==> config.mk <==
export PLATFORM = sky130hd
export DESIGN_NAME = mem_access_unit_flat
export DESIGN_NICKNAME = d
export VERILOG_FILES = /design/src/rtl/mem_ctl_pkg.sv /design/src/rtl/mem_access_unit_if.sv /design/src/rtl/mau_lane_align.sv /design/src/rtl/mem_access_unit.sv /design/src/flat_wrapper.sv
export SDC_FILE = /design/constraint.sdc
export NUM_CORES = 1
export LEC_CHECK = 0
export ABC_AREA = 1
export CAP_MARGIN = 40
export CELL_PAD_IN_SITES_DETAIL_PLACEMENT = 1
export CELL_PAD_IN_SITES_GLOBAL_PLACEMENT = 1
export CORE_MARGIN = 4
export CORE_UTILIZATION = 31
export DETAILED_ROUTE_END_ITERATION = 8
export PLACE_DENSITY = 0.78
export SYNTH_ARGS = -nofsm -noshare
export SYNTH_HDL_FRONTEND = slang
export SYNTH_SLANG_ARGS = --single-unit
==> constraint.sdc <==
create_clock -name Clk -period 1.7 [get_ports Clk]
set_input_delay 0.255 -clock Clk [delete_from_list [all_inputs] [get_ports Clk]]
set_output_delay 0.255 -clock Clk [all_outputs]
set_load 0.01 [all_outputs]
==> src/rtl/mem_ctl_pkg.sv <==
// Shared encodings for the data-memory path: load/store type codes, trap causes, access size and FSM states.
// Also holds small decode helpers used by the MEM stage.
package mem_ctl_pkg;

  localparam logic [2:0] LD_LW  = 3'b000;
  localparam logic [2:0] LD_LH  = 3'b001;
  localparam logic [2:0] LD_LB  = 3'b010;
  localparam logic [2:0] LD_LHU = 3'b100;
  localparam logic [2:0] LD_LBU = 3'b110;

  localparam logic [1:0] ST_SW = 2'b00;
  localparam logic [1:0] ST_SH = 2'b01;
  localparam logic [1:0] ST_SB = 2'b10;

  localparam logic [1:0] TRAP_NONE     = 2'b00;
  localparam logic [1:0] TRAP_MISALIGN = 2'b01;
  localparam logic [1:0] TRAP_TIMEOUT  = 2'b10;

  typedef enum logic [1:0] {SZ_B, SZ_H, SZ_W} size_t;
  typedef enum logic {IDLE = 1'b0, REQ = 1'b1} state_t;

  // Unlisted load codes decode by their size bits, so 011/111 are bytes and 101 a half.
  function automatic size_t ld_size(input logic [2:0] ldctr);
    case (ldctr)
      LD_LB, LD_LBU, 3'b011, 3'b111: return SZ_B;
      LD_LH, LD_LHU, 3'b101:         return SZ_H;
      LD_LW:                         return SZ_W;
      default:                       return SZ_W;
    endcase
  endfunction

  function automatic size_t st_size(input logic [1:0] stctr);
    case (stctr)
      ST_SB:   return SZ_B;
      ST_SH:   return SZ_H;
      ST_SW:   return SZ_W;
      default: return SZ_W;
    endcase
  endfunction

endpackage

==> src/rtl/mem_access_unit_if.sv <==
// Single-beat req/ack data-memory bus; the MEM stage is master, the data memory is slave.
interface mem_access_unit_if #(parameter int AW = 32);
  logic          mem_req;
  logic          mem_we;
  logic [AW-1:0] mem_addr;
  logic [3:0]    mem_be;
  logic [31:0]   mem_wdata;
  logic          mem_ack;
  logic [31:0]   mem_rdata;

  modport master (output mem_req, mem_we, mem_addr, mem_be, mem_wdata,
                  input  mem_ack, mem_rdata);
  modport slave  (input  mem_req, mem_we, mem_addr, mem_be, mem_wdata,
                  output mem_ack, mem_rdata);
endinterface

==> src/rtl/mau_lane_align.sv <==
// Combinational lane steering: store byte-enables/replicated write data, and load extract with sign/zero extend.
// No state, no latency, no backpressure.
module mau_lane_align
  import mem_ctl_pkg::*;
(
  input  size_t       st_sz,
  input  logic [1:0]  st_off,
  input  logic [31:0] st_data,
  output logic [3:0]  st_be,
  output logic [31:0] st_wdata,
  input  size_t       ld_sz,
  input  logic        ld_uns,
  input  logic [1:0]  ld_off,
  input  logic [31:0] rdata,
  output logic [31:0] ld_data
);

  logic [7:0]  ld_b;
  logic [15:0] ld_h;

  assign ld_b = rdata[{ld_off, 3'b000} +: 8];
  assign ld_h = ld_off[1] ? rdata[31:16] : rdata[15:0];

  always_comb begin
    st_be    = 4'b1111;
    st_wdata = st_data;
    case (st_sz)
      SZ_B: begin
        st_be    = 4'b0001 << st_off;
        st_wdata = {4{st_data[7:0]}};
      end
      SZ_H: begin
        st_be    = st_off[1] ? 4'b1100 : 4'b0011;
        st_wdata = {2{st_data[15:0]}};
      end
      default: ;
    endcase
  end

  always_comb begin
    ld_data = rdata;
    case (ld_sz)
      SZ_B:    ld_data = ld_uns ? {24'b0, ld_b} : {{24{ld_b[7]}}, ld_b};
      SZ_H:    ld_data = ld_uns ? {16'b0, ld_h} : {{16{ld_h[15]}}, ld_h};
      default: ;
    endcase
  end

endmodule

==> src/rtl/mem_access_unit.sv <==
// MEM-stage data-memory initiator: IDLE->REQ->IDLE, min 2 cycles per op, stalls the pipeline until ack or timeout.
// MAU_MISALIGN_TRAP_EN: misaligned H/W ops trap (cause 01) instead of being force-aligned.
module mem_access_unit
  import mem_ctl_pkg::*;
#(
  parameter int TIMEOUT = 255,
  parameter int AW      = 32
) (
  input  logic          Clk,
  input  logic          Rst,
  input  logic          ex_valid,
  input  logic          ex_is_load,
  input  logic          ex_is_store,
  input  logic [AW-1:0] ex_addr,
  input  logic [31:0]   ex_wdata,
  input  logic [2:0]    ex_ldctr,
  input  logic [1:0]    ex_stctr,
  input  logic [4:0]    ex_rd,
  input  logic [31:0]   ex_pc,
  output logic          stall,
  mem_access_unit_if.master mem,
  output logic          wb_valid,
  output logic [4:0]    wb_rd,
  output logic [31:0]   wb_data,
  output logic          trap,
  output logic [31:0]   trap_pc,
  output logic [1:0]    trap_cause
);

  localparam int TW = (TIMEOUT > 255) ? $clog2(TIMEOUT + 1) : 8;

  state_t        state;
  logic [TW-1:0] cnt;
  logic          ld_q;
  size_t         ld_sz_q;
  logic          ld_uns_q;
  logic [1:0]    ld_off_q;
  logic [4:0]    rd_q;
  logic [31:0]   pc_q;

  size_t       ex_sz;
  logic [1:0]  ex_off;
  logic        accept;
  logic        mis_trap;
  logic        block_acc;
  logic        timeout_hit;
  logic [3:0]  st_be;
  logic [31:0] st_wdata;
  logic [31:0] ld_data;

  assign ex_sz  = ex_is_load ? ld_size(ex_ldctr) : st_size(ex_stctr);
  assign ex_off = (ex_sz == SZ_W) ? 2'b00 :
                  (ex_sz == SZ_H) ? {ex_addr[1], 1'b0} : ex_addr[1:0];

`ifdef MAU_MISALIGN_TRAP_EN
  assign mis_trap  = ((ex_sz == SZ_H) && ex_addr[0]) || ((ex_sz == SZ_W) && (ex_addr[1:0] != 2'b00));
  // The faulting op is still held in EX/MEM during the trap pulse; don't re-accept it.
  assign block_acc = trap && (trap_cause == TRAP_MISALIGN);
`else
  assign mis_trap  = 1'b0;
  assign block_acc = 1'b0;
`endif

  assign accept      = (state == IDLE) && ex_valid && (ex_is_load || ex_is_store) && !block_acc;
  assign timeout_hit = (TIMEOUT != 0) && (state == REQ) && !mem.mem_ack && (cnt == TW'(TIMEOUT - 1));
  assign stall       = accept || ((state == REQ) && !mem.mem_ack && !timeout_hit);

  mau_lane_align u_align (
    .st_sz    (ex_sz),
    .st_off   (ex_off),
    .st_data  (ex_wdata),
    .st_be    (st_be),
    .st_wdata (st_wdata),
    .ld_sz    (ld_sz_q),
    .ld_uns   (ld_uns_q),
    .ld_off   (ld_off_q),
    .rdata    (mem.mem_rdata),
    .ld_data  (ld_data)
  );

  always_ff @(posedge Clk) begin
    if (Rst) begin
      state         <= IDLE;
      cnt           <= '0;
      mem.mem_req   <= 1'b0;
      mem.mem_we    <= 1'b0;
      mem.mem_addr  <= '0;
      mem.mem_be    <= 4'b0000;
      mem.mem_wdata <= '0;
      wb_valid      <= 1'b0;
      wb_rd         <= '0;
      wb_data       <= '0;
      trap          <= 1'b0;
      trap_pc       <= '0;
      trap_cause    <= TRAP_NONE;
      ld_q          <= 1'b0;
      ld_sz_q       <= SZ_W;
      ld_uns_q      <= 1'b0;
      ld_off_q      <= 2'b00;
      rd_q          <= '0;
      pc_q          <= '0;
    end else begin
      wb_valid <= 1'b0;
      trap     <= 1'b0;
      case (state)
        IDLE: begin
          if (accept) begin
            if (mis_trap) begin
              trap       <= 1'b1;
              trap_cause <= TRAP_MISALIGN;
              trap_pc    <= ex_pc;
            end else begin
              state         <= REQ;
              cnt           <= '0;
              mem.mem_req   <= 1'b1;
              mem.mem_we    <= !ex_is_load;
              mem.mem_addr  <= {ex_addr[AW-1:2], 2'b00};
              mem.mem_be    <= ex_is_load ? 4'b1111 : st_be;
              mem.mem_wdata <= ex_is_load ? 32'h0 : st_wdata;
              ld_q          <= ex_is_load;
              ld_sz_q       <= ex_sz;
              ld_uns_q      <= ex_ldctr[2];
              ld_off_q      <= ex_off;
              rd_q          <= ex_rd;
              pc_q          <= ex_pc;
            end
          end
        end
        REQ: begin
          if (mem.mem_ack) begin
            state       <= IDLE;
            mem.mem_req <= 1'b0;
            mem.mem_we  <= 1'b0;
            mem.mem_be  <= 4'b0000;
            if (ld_q) begin
              wb_valid <= 1'b1;
              wb_rd    <= rd_q;
              wb_data  <= ld_data;
            end
          end else if (timeout_hit) begin
            state       <= IDLE;
            mem.mem_req <= 1'b0;
            mem.mem_we  <= 1'b0;
            mem.mem_be  <= 4'b0000;
            trap        <= 1'b1;
            trap_cause  <= TRAP_TIMEOUT;
            trap_pc     <= pc_q;
          end else if (cnt != '1) begin
            cnt <= cnt + 1'b1;
          end
        end
      endcase
    end
  end

endmodule

==> src/flat_wrapper.sv <==
// flat-port wrapper written by rule: the top's interface ports become plain ports
module mem_access_unit_flat import mem_ctl_pkg::*;
#(
  parameter int TIMEOUT = 255,
  parameter int AW      = 32
)
  (Clk, Rst, ex_valid, ex_is_load, ex_is_store, ex_addr, ex_wdata, ex_ldctr, ex_stctr, ex_rd, ex_pc, stall, wb_valid, wb_rd, wb_data, trap, trap_pc, trap_cause, mem_mem_req, mem_mem_we, mem_mem_addr, mem_mem_be, mem_mem_wdata, mem_mem_ack, mem_mem_rdata);
  mem_access_unit_if #(.AW(AW)) mem_i ();
  input  logic Clk;
  input  logic Rst;
  input  logic ex_valid;
  input  logic ex_is_load;
  input  logic ex_is_store;
  input  logic [AW-1:0] ex_addr;
  input  logic [31:0] ex_wdata;
  input  logic [2:0] ex_ldctr;
  input  logic [1:0] ex_stctr;
  input  logic [4:0] ex_rd;
  input  logic [31:0] ex_pc;
  output logic stall;
  output logic wb_valid;
  output logic [4:0] wb_rd;
  output logic [31:0] wb_data;
  output logic trap;
  output logic [31:0] trap_pc;
  output logic [1:0] trap_cause;
  output wire logic [$bits(mem_i.mem_req)-1:0] mem_mem_req;
  output wire logic [$bits(mem_i.mem_we)-1:0] mem_mem_we;
  output wire logic [$bits(mem_i.mem_addr)-1:0] mem_mem_addr;
  output wire logic [$bits(mem_i.mem_be)-1:0] mem_mem_be;
  output wire logic [$bits(mem_i.mem_wdata)-1:0] mem_mem_wdata;
  input wire logic [$bits(mem_i.mem_ack)-1:0] mem_mem_ack;
  input wire logic [$bits(mem_i.mem_rdata)-1:0] mem_mem_rdata;
  assign mem_mem_req = mem_i.mem_req;
  assign mem_mem_we = mem_i.mem_we;
  assign mem_mem_addr = mem_i.mem_addr;
  assign mem_mem_be = mem_i.mem_be;
  assign mem_mem_wdata = mem_i.mem_wdata;
  assign mem_i.mem_ack = mem_mem_ack;
  assign mem_i.mem_rdata = mem_mem_rdata;
  mem_access_unit #(.TIMEOUT(TIMEOUT), .AW(AW)) u_core (.Clk(Clk), .Rst(Rst), .ex_valid(ex_valid), .ex_is_load(ex_is_load), .ex_is_store(ex_is_store), .ex_addr(ex_addr), .ex_wdata(ex_wdata), .ex_ldctr(ex_ldctr), .ex_stctr(ex_stctr), .ex_rd(ex_rd), .ex_pc(ex_pc), .stall(stall), .mem(mem_i), .wb_valid(wb_valid), .wb_rd(wb_rd), .wb_data(wb_data), .trap(trap), .trap_pc(trap_pc), .trap_cause(trap_cause));
endmodule
==> results.txt, run 1 <==
The maximum fanout along the worst path is 2, and the quantity of I/O buffers inserted on ports is 284. For the final database, setup skew stands at 0.0119 ns. The die covers 0.0275 mm2.

In this run the horizontal extent of the chip is 166 um. In this run the vertical extent of the chip is 166 um. The fraction of final layout cells with drive strength greater than 1 is 0.105. Summed over all layers, the routed wires come to 28.6 mm. By area the synthesized netlist is led by sky130_fd_sc_hd__dfxtp_1 (50%), sky130_fd_sc_hd__o21ai_0 (9.7%), sky130_fd_sc_hd__nand2_1 (8.0%). After synthesis the cells add up to 0.00772 mm2. Share of the yosys chip area belonging to registers: 0.498. The final setup violation count was 0; the switching power share of the total was 0.279. After detailed routing, the number of remaining DRC violations is 0.

The tools report the startpoint type of the worst setup path as a register. STA puts the critical path data arrival time at 1.44 ns. On the final layout, the worst hold slack is 0.437 ns. The sum of buffers and inverters on the critical path works out to 3.

The minimum clock period after layout was 1.69 ns; the combinational share of power was 0.158. The run gives 0 as the number of antenna violations at the first check in global routing. The run finished with clean final reports. Traced cell by cell, the critical path runs through inv_2 -> ha_4 -> inv_2 -> nor2_2 -> nand3_2 -> nand3_2 -> nand2_1 -> buf_2. The tools report the count of endpoints failing hold in the final timing report as 0. The first global-routing pass estimated 45.7 mm of wire. The achievable frequency was 0.592 GHz. The critical path capture point type was an output pin. Dividing the synthesized area by the synthesized cell count gives 7.52 um2. Of all cell types, the one taking the most synthesized area is sky130_fd_sc_hd__dfxtp_1. The remaining antenna violation count was 0; the area fraction of the dominant cell type after synthesis was 0.498. The maximum clock insertion buffer count was 2. The detailed router finished its first iteration with 343 violations. For the final estimated routing congestion in global placement, the log shows 0.831. Clock tree synthesis inserted a total of 17 buffers. The worst hold path belongs to the class in2reg. The final clock period utilization by the worst path works out to 0.994. For the maximum number of pins on one net before global-route repair, the log shows 82. The number of maximum-capacitance violations is 0, and the final-report max-slew violation count is 0. Detailed placement ended at an HPWL of 21.0 mm. TritonCTS built the clock tree. After clock tree synthesis, the clock-pin slew on the worst setup and hold paths is 0.08 ns. The number of top-level pins is 288, and the antenna diode count is 0.

The clock share of power is 0.390, and the biggest cell delay along the critical path is 0.33 ns. For the deepest level of the CTS H-tree, the log shows 4. The logs give 1483 for the number of nets in the finished design and 8028 for the number of vias in the routed layout.

The total power divided by cell area is 887 mW/mm2. The tree is rooted in a sky130_fd_sc_hd__clkbuf_16. On the critical path, the stage with the largest delay is an instance of sky130_fd_sc_hd__dfxtp_2. Most frequent standard cell in the layout excluding fill and tap cells: sky130_fd_sc_hd__clkdlybuf4s50_1.

The dominant delay contributor by cell family on the critical path was flip-flops. After clock tree synthesis, the flow added hold-fix buffers numbering 0. In this run, synthesis produced a sequential element count of 192. The total global routing track utilization was 0.202; the area added between synthesis and finish was 55.8%.

Yosys printed 0 warnings. The initial core utilization was 0.317; the vias per cell was 4.80. For the worst setup path, the data required time is 1.44 ns. The run gives 7700 uW as the cell internal power dissipation.

Setup repair after global routing could not meet its margin everywhere. The run gives 0.00475 uW as the static leakage. The tools report the length of the first detailed-routing pass in iterations as 4. The via count of the first global-routing pass was 8301; the sink count of the clock tree was 192. The clock latency at the later pin of the worst-skew pair was 0.43 ns. For the maximum resistive drop on vdd, the log shows 0.551 mV. The netlist uses 40 different library cells. The logs give 1027 for the number of instances in the synthesized netlist and 0 for the total grt overflow.

The library cells used most frequently in the layout, excluding fill and tap cells, are sky130_fd_sc_hd__clkdlybuf4s50_1 (282), sky130_fd_sc_hd__dfxtp_1 (189), sky130_fd_sc_hd__nand2_1 (164), sky130_fd_sc_hd__nor2_1 (155), sky130_fd_sc_hd__o21ai_0 (149). The core region is 0.0244 mm2. Setup total negative slack on the finished layout was measured at 0 ns. Dividing the detail-routed wire length by the instance count gives 17.1 um. The setup path with the least slack is of type reg2out.

The sequential share of power was 0.452. The analysis attributes to net switching a power of 2970 uW. The floorplan has 57 rows.
## power groups by stage
stage / sequential, uW / clock (uW) / combinational (uW)
after floorplan: 4960 / 0 / 643
after global placement: 4910 / 0 / 1610
after detailed placement: 4920 / 0 / 1650
after CTS: 4820 / 4290 / 1670
after global routing: 4850 / 4490 / 1860
final: 4820 / 4160 / 1690
## stage by stage
step	power (uW)	worst slack, ns	cells	cell area (um2)	util
floorplan	5600	0.264	1029	7730	-
global placement	6520	-0.362	1634	11300	0.463
detailed placement	6570	-0.419	1634	11300	0.463
CTS	10800	-0.0254	1669	11900	0.490
global route	11200	-0.0682	1673	12000	0.493
finish	10700	0.00988	1673	12000	0.493
## routing by layer
metal | GRT usage | share of wire | routed length (um)
met5 | 0 | 0 | 0
met3 | 0.0607 | 0.059 | 1680
met1 | 0.245 | 0.42 | 12200
met4 | 0.0707 | 0.030 | 854
met2 | 0.342 | 0.49 | 13900
## tightest hold or removal path, delay by kind of cell
kind	cells	cell delay [ns]
compound gates	1	0.15
simple gates	1	0.04
buf+inv	1	0.39
## synthesized netlist by cell type, drive strengths merged
| library cell | count |
|---|---|
| inv | 85 |
| nand3 | 16 |
| nor2 | 163 |
| o211ai | 14 |
| o22ai | 7 |
| xor2 | 3 |
| o21ai | 178 |
| o2111ai | 7 |
| or2 | 1 |
| a21oi | 97 |
| a41oi | 1 |
| ha | 3 |
| a22o | 1 |
| buf | 32 |
| o21bai | 1 |
| clkbuf | 35 |
| dfxtp | 192 |
| xnor2 | 2 |
| o21a | 7 |
| nand3b | 1 |
| a21boi | 7 |
| and2 | 1 |
| nand2 | 168 |
| clkinv | 1 |
| conb | 1 |
| a22oi | 1 |
| nand4 | 2 |
## logic make-up (layout without fill, tap and decap cells)
kind of cell | count (synthesis) | after routing | share of synthesized area
other cells | 1 | 3 | 0.000486
fa+ha+maj | 3 | 3 | 0.00486
simple gates | 352 | 352 | 0.181
compound gates | 321 | 321 | 0.227
xor+xnor | 5 | 5 | 0.00567
buf+inv | 153 | 473 | 0.0839
flops | 192 | 192 | 0.498
## worst paths after layout
check / startpoint / endpoint / slack (ns) / cells after the start
min reg2reg: u_core.trap_pc[15] / u_core.trap_pc[15] / 0.45 / 2
min: ex_addr[17] / u_core.mem.mem_addr[17] / 0.44 / 3
max: u_core.cnt[0] / stall / 0.01 / 8
max reg2reg: u_core.cnt[0] / u_core.mem.mem_be[1] / 0.10 / 12
## state kept, by name (all words and copies together) (netlist names)
signal                cells
u_core.mem.mem_we         1
u_core.mem.mem_req        1
u_core.pc_q              32
u_core.ld_off_q           2
u_core.mem.mem_addr      30
u_core.cnt                8
u_core.mem.mem_wdata     32
u_core.state              1
u_core.trap               1
u_core.trap_pc           32
u_core.ld_q               1
u_core.wb_rd              5
u_core.mem.mem_be         4
u_core.ld_uns_q           1
u_core.rd_q               5
u_core.trap_cause         1
u_core.wb_data           32
u_core.ld_sz_q            2
u_core.wb_valid           1
## cell type report
cell class | count | area [um2]
fill | 2958 | 12400
sequential | 192 | 3850
timing repair buffer | 355 | 3550
multi-input combinational | 684 | 3290
clock buffer | 17 | 425
tap | 324 | 405
inverter | 86 | 327
clock inverter | 15 | 186
## repair_timing
| action | in CTS | in global routing |
|---|---|---|
| resized for setup | 17 | 13 |
| buffers inserted | 3 | 4 |
| cloned | 0 | 1 |
| endpoints found under the hold margin | 0 | 0 |
| pin swaps | 3 | 2 |
| endpoints found under the setup margin | 10 | 46 |
(Power assumes the default switching activity.)
==> run 2: changes to the inputs <==
--- a/config.mk
+++ b/config.mk
@@ -7,7 +7,7 @@
 export LEC_CHECK = 0
 export ABC_AREA = 1
 export CAP_MARGIN = 40
-export CELL_PAD_IN_SITES_DETAIL_PLACEMENT = 1
+export CELL_PAD_IN_SITES_DETAIL_PLACEMENT = 0
 export CELL_PAD_IN_SITES_GLOBAL_PLACEMENT = 1
 export CORE_MARGIN = 4
 export CORE_UTILIZATION = 31
==> results.txt, run 2 (synthesis results as in run 1) <==
The flow ran to the end, and the final reports show no timing, DRC or antenna violations. For the post-detailed-placement cell area, the log shows 0.0113 mm2 (unchanged). The number of maximum-capacitance violations was 0 (unchanged). The antenna diode count is 0 (unchanged), and the quantity of I/O buffers inserted on ports is 284 (unchanged). The vias per cell was 4.60 (-4.1%).

The number of cells on the worst reg-to-reg path is 11 (-1). The number of vias in the routed layout is 7685 (-4.3%). The placed wire-length estimate is 18.8 mm (-10%). Number of hold buffers added after CTS: 0 (unchanged).

The slowest stage of the critical path is the sky130_fd_sc_hd__dfxtp_2 cell. The maximum fanout along the worst path is 2 (unchanged), and the fraction of final layout cells with drive strength greater than 1 is 0.103 (-0.00199). The capture endpoint of the worst hold path is u_core.mem.mem_addr[25].

Critical path data arrival time: 1.42 ns (-0.02 ns). In this run the most critical hold path is launched from ex_addr[25]. The number of nets in the finished design is 1480 (-0.20%), and the register-to-register setup slack is 0.14 ns (+0.04 ns). The most frequent standard cell in the layout excluding fill and tap cells was sky130_fd_sc_hd__clkdlybuf4s50_1. The area growth from synthesis to layout is 55.5%.

The number of instances on the worst hold path came out at 3 (unchanged). The number of remaining DRC errors is 0 (unchanged). The floorplan die width is 166 um (unchanged).

The worst hold path class is in2reg. Total global routing track utilization: 0.182 (-0.0203). In this run the worst setup path begins at u_core.cnt[0].

Count of standard-cell rows: 57 (unchanged). Master cell of the clock root buffer: sky130_fd_sc_hd__clkbuf_16. The register clock-pin slew on the reported worst setup and hold paths is 0.08 ns (about the same), and the final clock period utilization by the worst path is 0.984 (-0.0102). Final sum of negative setup slack: 0 ns (unchanged). The run gives 0.00471 uW (-0.93%) as the static leakage. The maximum number of pins on one net before global-route repair was 82 (unchanged); the final clock skew was 0.0111 ns (-0.000819 ns). The minimum clock period after layout is 1.67 ns (-0.0173 ns). By startpoint and endpoint, the worst setup path is classified as reg2out.

Leaving out fill and tap cells, the most frequent cells in the layout are sky130_fd_sc_hd__clkdlybuf4s50_1 (283), sky130_fd_sc_hd__dfxtp_1 (188), sky130_fd_sc_hd__nand2_1 (162), sky130_fd_sc_hd__nor2_1 (156), sky130_fd_sc_hd__o21ai_0 (148). The smallest hold slack came out at 0.436 ns (-0.00107 ns). The tools report the deepest level of the CTS H-tree as 4 (unchanged). The required time at the endpoint of the critical path was 1.44 ns (about the same); the die outline height was 166 um (unchanged).

The run gives 0 (unchanged) as the final-report max-slew violation count. The tools report the remaining antenna violation count as 0 (unchanged). TritonCTS built the clock tree. The clock latency at the later pin of the worst-skew pair was 0.43 ns (about the same); the overall power after layout was 10600 uW (-1.1%). The tools report the wire length of the first global-routing pass as 41.2 mm (-9.8%).

For the number of antenna violations at the first check in global routing, the log shows 0 (unchanged). The worst register-to-register path begins at u_core.cnt[1]. The tools report the final routed wirelength across all metal layers as 25.5 mm (-11%). The post-detailed-route wirelength per cell is 15.3 um (-11%).

The worst setup path is captured at an output pin. The biggest cell delay along the critical path came out at 0.33 ns (about the same). The tools report the sink count of the clock tree as 192 (unchanged).

Total grt overflow: 0 (unchanged). Setup repair after global routing could not meet its margin everywhere. For the total CTS buffers, the log shows 17 (unchanged). The final setup violation count is 0 (unchanged).

The maximum resistive drop on vdd was 0.664 mV (+21%). The final instance area was 0.0120 mm2 (-0.19%); the via count of the first global-routing pass was 7441 (-10%). The die footprint came out at 0.0275 mm2 (unchanged). The worst register-to-register path ends at u_core.cnt[5].

The number of top-level pins was 288 (unchanged). The count of endpoints failing hold in the final timing report is 0 (unchanged). The run gives 8 (+4) as the length of the first detailed-routing pass in iterations. Final estimated routing congestion in global placement: 0.831 (unchanged).

The total power divided by cell area was 879 mW/mm2 (-0.91%); the maximum clock insertion buffer count was 2 (unchanged). STA classifies the critical path startpoint as a register. The signal on the critical path passes through inv_2 -> ha_4 -> inv_2 -> nor2_2 -> nand3_2 -> nand3_2 -> nand2_1 -> buf_2. The logs give 0.598 GHz (+1.0%) for the achievable frequency and 475 (+38%) for the first-iteration detailed-routing DRC count. The initial core utilization is 0.317 (unchanged), and the area of the core region is 0.0244 mm2 (unchanged).
## run 2: cell count changes in the layout (fill, tap and decap cells not counted), sizes merged
cell           change
inv                -3
clkinv             +3
buf                -3
bufinv             -1
clkinvlp           +1
clkdlybuf4s50      +1
dlymetal6s2s       -1
## run 2: final cells by class
type                    count  area [um2]
fillers                  2450       12400
flip-flops and latches    192        3850
repair buffers            352        3500
multi-input cells         684        3300
clock buffers              17         425
well taps                 324         405
inverters                  86         330
clock inverters            15         193
## run 2: layer usage
metal  part of all wire  wire length [um]  vias up  global-route usage
met4              0.021               535        0              0.0556
met2               0.46             11800      217               0.290
met1               0.45             11500     3465               0.238
li1                   -                 -     3971                   -
met5                  0                 0        -                   0
met3              0.066              1690       32              0.0543
## run 2: critical path, delay by kind of cell (launching register included)
family	cells	cell delay [ns]
and+or+nand+nor	4	0.31
adders and majority gates	1	0.12
buffers and inverters	3	0.24
DFF	1	0.33
## run 2: how the worst max path moves through the flow
stage | cells past startpoint | end
global placement | 9 | u_core.mem.mem_wdata[30]
CTS | 8 | stall
global route | 10 | u_core.mem.mem_wdata[20]
detailed placement | 9 | u_core.mem.mem_wdata[30]
floorplan | 9 | u_core.trap_pc[15]
finish | 8 | stall
## run 2: repair_timing
action                     4_1_cts  5_1_grt
setup endpoints to repair        1       25
pin swaps                        3        1
buffers inserted                 3        2
hold endpoints to repair         0        0
resized for setup               12       16
## run 2: where the power goes
part	internal [uW]	leakage, uW	switching (uW)	total, uW
clock	2010	0.000293	2090	4100
sequential	4710	0.00157	107	4810
combinational	845	0.00284	788	1630
## run 2: metrics by stage
stage | worst slack, ns | utilization | std cells
global route | -0.0589 | 0.492 | 1670
CTS | -0.00749 | 0.490 | 1669
finish | 0.0271 | 0.492 | 1670
detailed placement | -0.381 | 0.463 | 1634
global placement | -0.362 | 0.463 | 1634
floorplan | 0.264 | - | 1029
